--- config.mk ---
export PLATFORM = sky130hd
export DESIGN_NAME = oam_dma
export DESIGN_NICKNAME = d
export VERILOG_FILES = /design/src/rtl/oam_dma_pkg.sv /design/src/rtl/oam_dma.sv
export SDC_FILE = /design/constraint.sdc
export NUM_CORES = 1
export LEC_CHECK = 0
export ABC_CLOCK_PERIOD_IN_PS = 3500
export BUFFER_PORTS_ARGS = -buffer_cell sky130_fd_sc_hd__buf_2
export CORE_MARGIN = 1
export CORE_UTILIZATION = 49
export CTS_BUF_LIST = sky130_fd_sc_hd__clkbuf_16
export DETAILED_ROUTE_END_ITERATION = 8
export PLACE_DENSITY = 0.82
export RECOVER_POWER = 100
export SYNTH_ARGS = -nofsm -noshare
export SYNTH_HDL_FRONTEND = slang
export SYNTH_SLANG_ARGS = --single-unit
--- constraint.sdc ---
create_clock -name clk -period 3.5 [get_ports clk]
set_input_delay 0.35 -clock clk [delete_from_list [all_inputs] [get_ports clk]]
set_output_delay 0.35 -clock clk [all_outputs]
set_load 0.05 [all_outputs]
--- src/rtl/oam_dma_pkg.sv ---
// Shared definitions for the sprite-memory DMA engine and the PPU register
// decode that sits downstream of it.
package oam_dma_pkg;

  typedef enum logic [1:0] {
    ST_IDLE  = 2'd0,
    ST_HALT  = 2'd1,
    ST_READ  = 2'd2,
    ST_WRITE = 2'd3
  } dma_state_e;

  localparam logic [15:0] DMA_REG_ADDR_DEFAULT = 16'h4014;
  localparam logic [2:0]  OAMDATA_SEL_DEFAULT  = 3'h4;

  localparam int unsigned OAM_BYTES = 256;
  localparam logic [7:0]  OAM_LAST_IDX = 8'(OAM_BYTES - 1);

  // PPU register selects for CPU addresses $2000-$2007
  localparam logic [2:0] RI_PPUCTRL   = 3'd0;
  localparam logic [2:0] RI_PPUMASK   = 3'd1;
  localparam logic [2:0] RI_PPUSTATUS = 3'd2;
  localparam logic [2:0] RI_OAMADDR   = 3'd3;
  localparam logic [2:0] RI_OAMDATA   = 3'd4;
  localparam logic [2:0] RI_PPUSCROLL = 3'd5;
  localparam logic [2:0] RI_PPUADDR   = 3'd6;
  localparam logic [2:0] RI_PPUDATA   = 3'd7;

endpackage

--- src/rtl/oam_dma.sv ---
// Sprite DMA: a CPU write to the DMA register halts the CPU and copies one
// 256-byte CPU page into PPU OAMDATA, one memory read then one ri write
// strobe per byte. All outputs are decoded from registered state only.
module oam_dma
  import oam_dma_pkg::*;
#(
  parameter logic [15:0] DMA_REG_ADDR = DMA_REG_ADDR_DEFAULT,
  parameter logic [2:0]  OAMDATA_SEL  = OAMDATA_SEL_DEFAULT
) (
  input  logic        clk,
  input  logic        rst_n,
  input  logic        cpu_ce,
  input  logic [15:0] cpu_a,
  input  logic [7:0]  cpu_din,
  input  logic        cpu_r_nw,
  input  logic [7:0]  mem_din,
  output logic        cpu_rdy,
  output logic        dma_active,
  output logic [15:0] mem_a,
  output logic [2:0]  ri_sel,
  output logic        ri_ncs,
  output logic        ri_r_nw,
  output logic [7:0]  ri_dout
);

  dma_state_e state, state_d;
  logic [7:0] page, page_d;
  logic [7:0] idx, idx_d;
  logic [7:0] data, data_d;
  logic       trigger;

  assign trigger = !cpu_r_nw && (cpu_a == DMA_REG_ADDR);

  // State and datapath registers; everything advances only on CPU-rate strobes
  always_ff @(posedge clk or negedge rst_n) begin
    if (!rst_n) begin
      state <= ST_IDLE;
      page  <= '0;
      idx   <= '0;
      data  <= '0;
    end else if (cpu_ce) begin
      state <= state_d;
      page  <= page_d;
      idx   <= idx_d;
      data  <= data_d;
    end
  end

  // Next-state and counter update
  always_comb begin
    state_d = state;
    page_d  = page;
    idx_d   = idx;
    data_d  = data;
    unique case (state)
      ST_IDLE: begin
        if (trigger) begin
          page_d  = cpu_din;
          idx_d   = '0;
          state_d = ST_HALT;
        end
      end
      ST_HALT: state_d = ST_READ;
      ST_READ: begin
        data_d  = mem_din;
        state_d = ST_WRITE;
      end
      ST_WRITE: begin
        if (idx == OAM_LAST_IDX) begin
          state_d = ST_IDLE;
        end else begin
          idx_d   = idx + 8'd1;
          state_d = ST_READ;
        end
      end
      default: state_d = ST_IDLE;
    endcase
  end

  // Moore output decode; ri_dout follows the data register, which only
  // changes entering WRITE, so it holds the last byte everywhere else
  always_comb begin
    cpu_rdy    = 1'b1;
    dma_active = 1'b0;
    mem_a      = '0;
    ri_sel     = '0;
    ri_ncs     = 1'b1;
    ri_r_nw    = 1'b1;
    ri_dout    = data;
    unique case (state)
      ST_HALT, ST_READ: begin
        cpu_rdy    = 1'b0;
        dma_active = 1'b1;
        mem_a      = {page, idx};
      end
      ST_WRITE: begin
        cpu_rdy    = 1'b0;
        dma_active = 1'b1;
        mem_a      = {page, idx};
        ri_sel     = OAMDATA_SEL;
        ri_ncs     = 1'b0;
        ri_r_nw    = 1'b0;
      end
      default: ;
    endcase
  end

endmodule
==> impl_metrics.yaml <==
status:
  status: "finished clean"
critical_path:
  path_cells: "or2_0 -> inv_1 -> nor2_1 -> clkbuf_1"
  crit_slowest_cell: "or2_0"
  arrival_ns: 2.26
  cpPeakStageDelay_ns: 0.63
  required_ns: 3.15
  end_kind: "primary output"
  crit_path_max_fanout: 18
  path_class: "register to primary output"
  crit_path_start_kind: "register"
floorplanning:
  ios: 67
  die_area_um2: 3140
  die_x_um: 56
  fp.dieH_um: 56
  start_util_pct: 51.8
  core_um2: 2760
  rows: 19
clock_network:
  cts_resized: 0
  cts_tree: "done"
  tritoncts.num_buffers: 3
  clk_latency_ns: 0.26
  ctsRootBufferMaster: "clkbuf_16"
  htreeDepth: 1
  postCtsSetupBuffers: 0
  path_clk_slew_ns: 0.06
  clockBufferDepth: 2
  clock_sinks: 26
  hold_buffers: 0
synth:
  yosysSeqAreaShare_pct: 45.5
  ys_async_sr_fraction_pct: 100
  syn_area_per_cell_um2: 10.7
  syn_area_um2: 1430
  yosysWarnings: 0
  synth.ff_latch_count: 26
  syn_inst: 134
  synthFlopType: "dfrtp_1"
  synth_cell_types: 41
  synth-edff-count: 0
finish:
  drive_gt1_share_pct: 25.1
  nets: 229
  finish.utilization_pct: 62.5
  ff_latch_area_um2: 651
  multi_input_area_um2: 657
  n_antenna_cell: 0
  nFillCells: 249
  instances_no_fill: 222
  area_growth_pct: 20.7
sta:
  setup_slack_ns: 0.892
  fin_setup_tns_ns: 0
  fmax_ghz: 0.383
  period_minus_slack_ns: 2.61
  slew_violations: 0
  worstMarginPinSlew_ns: 1.37
  skew_ns: 0.00304
  finalSetupViolCount: 0
  rsz0062_at_grt: "no"
  worst_hold_slack_ns: 0.302
  fin_crit_sh_pct: 74.5
  slew_headroom_pct: 8.46
  finalHoldViolCount: 0
routing:
  wl_per_cell_um: 13.1
  drt_iter0_markers: 43
  drt_wl_total_um: 2920
  ant_nets: 0
  drc: 0
  first_pass_iters: 4
  viasPerCell: 5.43
  via_count: 1206
placed_design:
  gp_congestion: 0.845
  post-place-ws_ns: 1.38
  dpl.hpwl_um: 2250
  io_buffer_count: 64
  dpl.cell_count: 218
grt:
  grt_util_met2_pct: 33.7
  grtUsageMet3_pct: 4.65
  grt_usage_pct: 20.3
  grt_pass1_vias: 1181
  antenna_found_initial: 0
  grt.busiest_layer: "met2"
  grt-ovfl-total: 0
  globalRouteMet1Util_pct: 25.5
  grt_pass1_wl_um: 5040
  grt_max_degree: 27
power:
  cellPowerDensity_nw_per_um2: 789
  p_leak_nw: 0.815
  peakVddDrop_uv: 650
job:
  drv_cap: 0
hold_path:
  worstHoldPathType: "primary input to register"
## cell families after synthesis
group,Yosys count,share of synthesized area [%]
compound gates,23,10.8
mux,17,15.4
other cells,1,0.262
fa+ha+maj,1,0.876
buf+inv,16,6.65
simple gates,50,20.5
flops,26,45.5
## worst paths after layout
path,start,end,slack (ns),cells past startpoint
min reg2reg,page[3]$_DFFE_PN0P_,page[3]$_DFFE_PN0P_,0.49,1
min in group asynchronous,rst_n,page[4]$_DFFE_PN0P_,0.39,1
max reg2reg,state[1]$_DFFE_PN0P_,page[1]$_DFFE_PN0P_,1.20,3
max in group asynchronous,rst_n,ri_dout[1]$_DFFE_PN0P_,2.30,1
min,cpu_din[0],page[0]$_DFFE_PN0P_,0.30,2
max,state[0]$_DFFE_PN0P_,mem_a[7],0.89,4
## stage by stage
stage               cell area [um^2]  total power (W)
floorplan                       1430          0.00100
global placement                1710          0.00113
detailed placement              1710          0.00114
CTS                             1790          0.00139
global route                    1720          0.00143
finish                          1720          0.00136
## worst max-delay path: cells and delay by family, from the launching register on
family	cells	cell delay, ns
flops	1	0.46
buf+inv	2	0.75
simple gates	2	0.79
## power by group
part           internal (W)  leakage (nW)  total (W)  switching (W)
combinational      0.000158         0.455   0.000665       0.000506
sequential         0.000380         0.322   0.000447      0.0000675
clock              0.000153        0.0385   0.000248      0.0000953
## Yosys cell counts (3+ instances only)
library cell | count | area share, %
o21ai_0 | 6 | 2.1
nand2_1 | 12 | 3.2
inv_1 | 4 | 1.1
mux2_2 | 8 | 6.3
buf_6 | 3 | 2.4
and2_1 | 15 | 6.6
dfrtp_1 | 26 | 46
clkbuf_1 | 5 | 1.3
nor2_1 | 4 | 1.1
a31oi_1 | 4 | 1.8
buf_4 | 3 | 1.6
mux2_4 | 8 | 8.4
nand4_1 | 3 | 1.3
## layer usage
layer,up-vias,share of wire [%]
met5,-,0
met3,7,6.9
met1,561,43
met4,0,1.5
li1,586,-
met2,52,48
## layout make-up
cell class | instances | share of cell area, %
Clock buffer | 3 | 4.35
Clock inverter | 1 | 0.218
Inverter | 4 | 0.871
Multi-Input combinational cell | 93 | 38.1
Sequential cell | 26 | 37.7
Tap cell | 31 | 2.25
Timing Repair Buffer | 64 | 16.5
## cells in the final DEF (no fill, tap or decap), types with 3 or more instances in the layout
master / instances
buf_2: 35
clkbuf_1: 29
dfrtp_1: 26
and2_1: 15
nand2_1: 12
mux2_2: 8
mux2_1: 7
o21ai_0: 6
inv_1: 4
nor2_1: 4
a31oi_1: 4
nand4_1: 3
clkbuf_16: 3
## state kept, by name (all words and copies together) (netlist names)
signal	count
idx	8
page	8
ri_dout	8
state	2
Note: power is estimated with default switching activity, not from simulation.
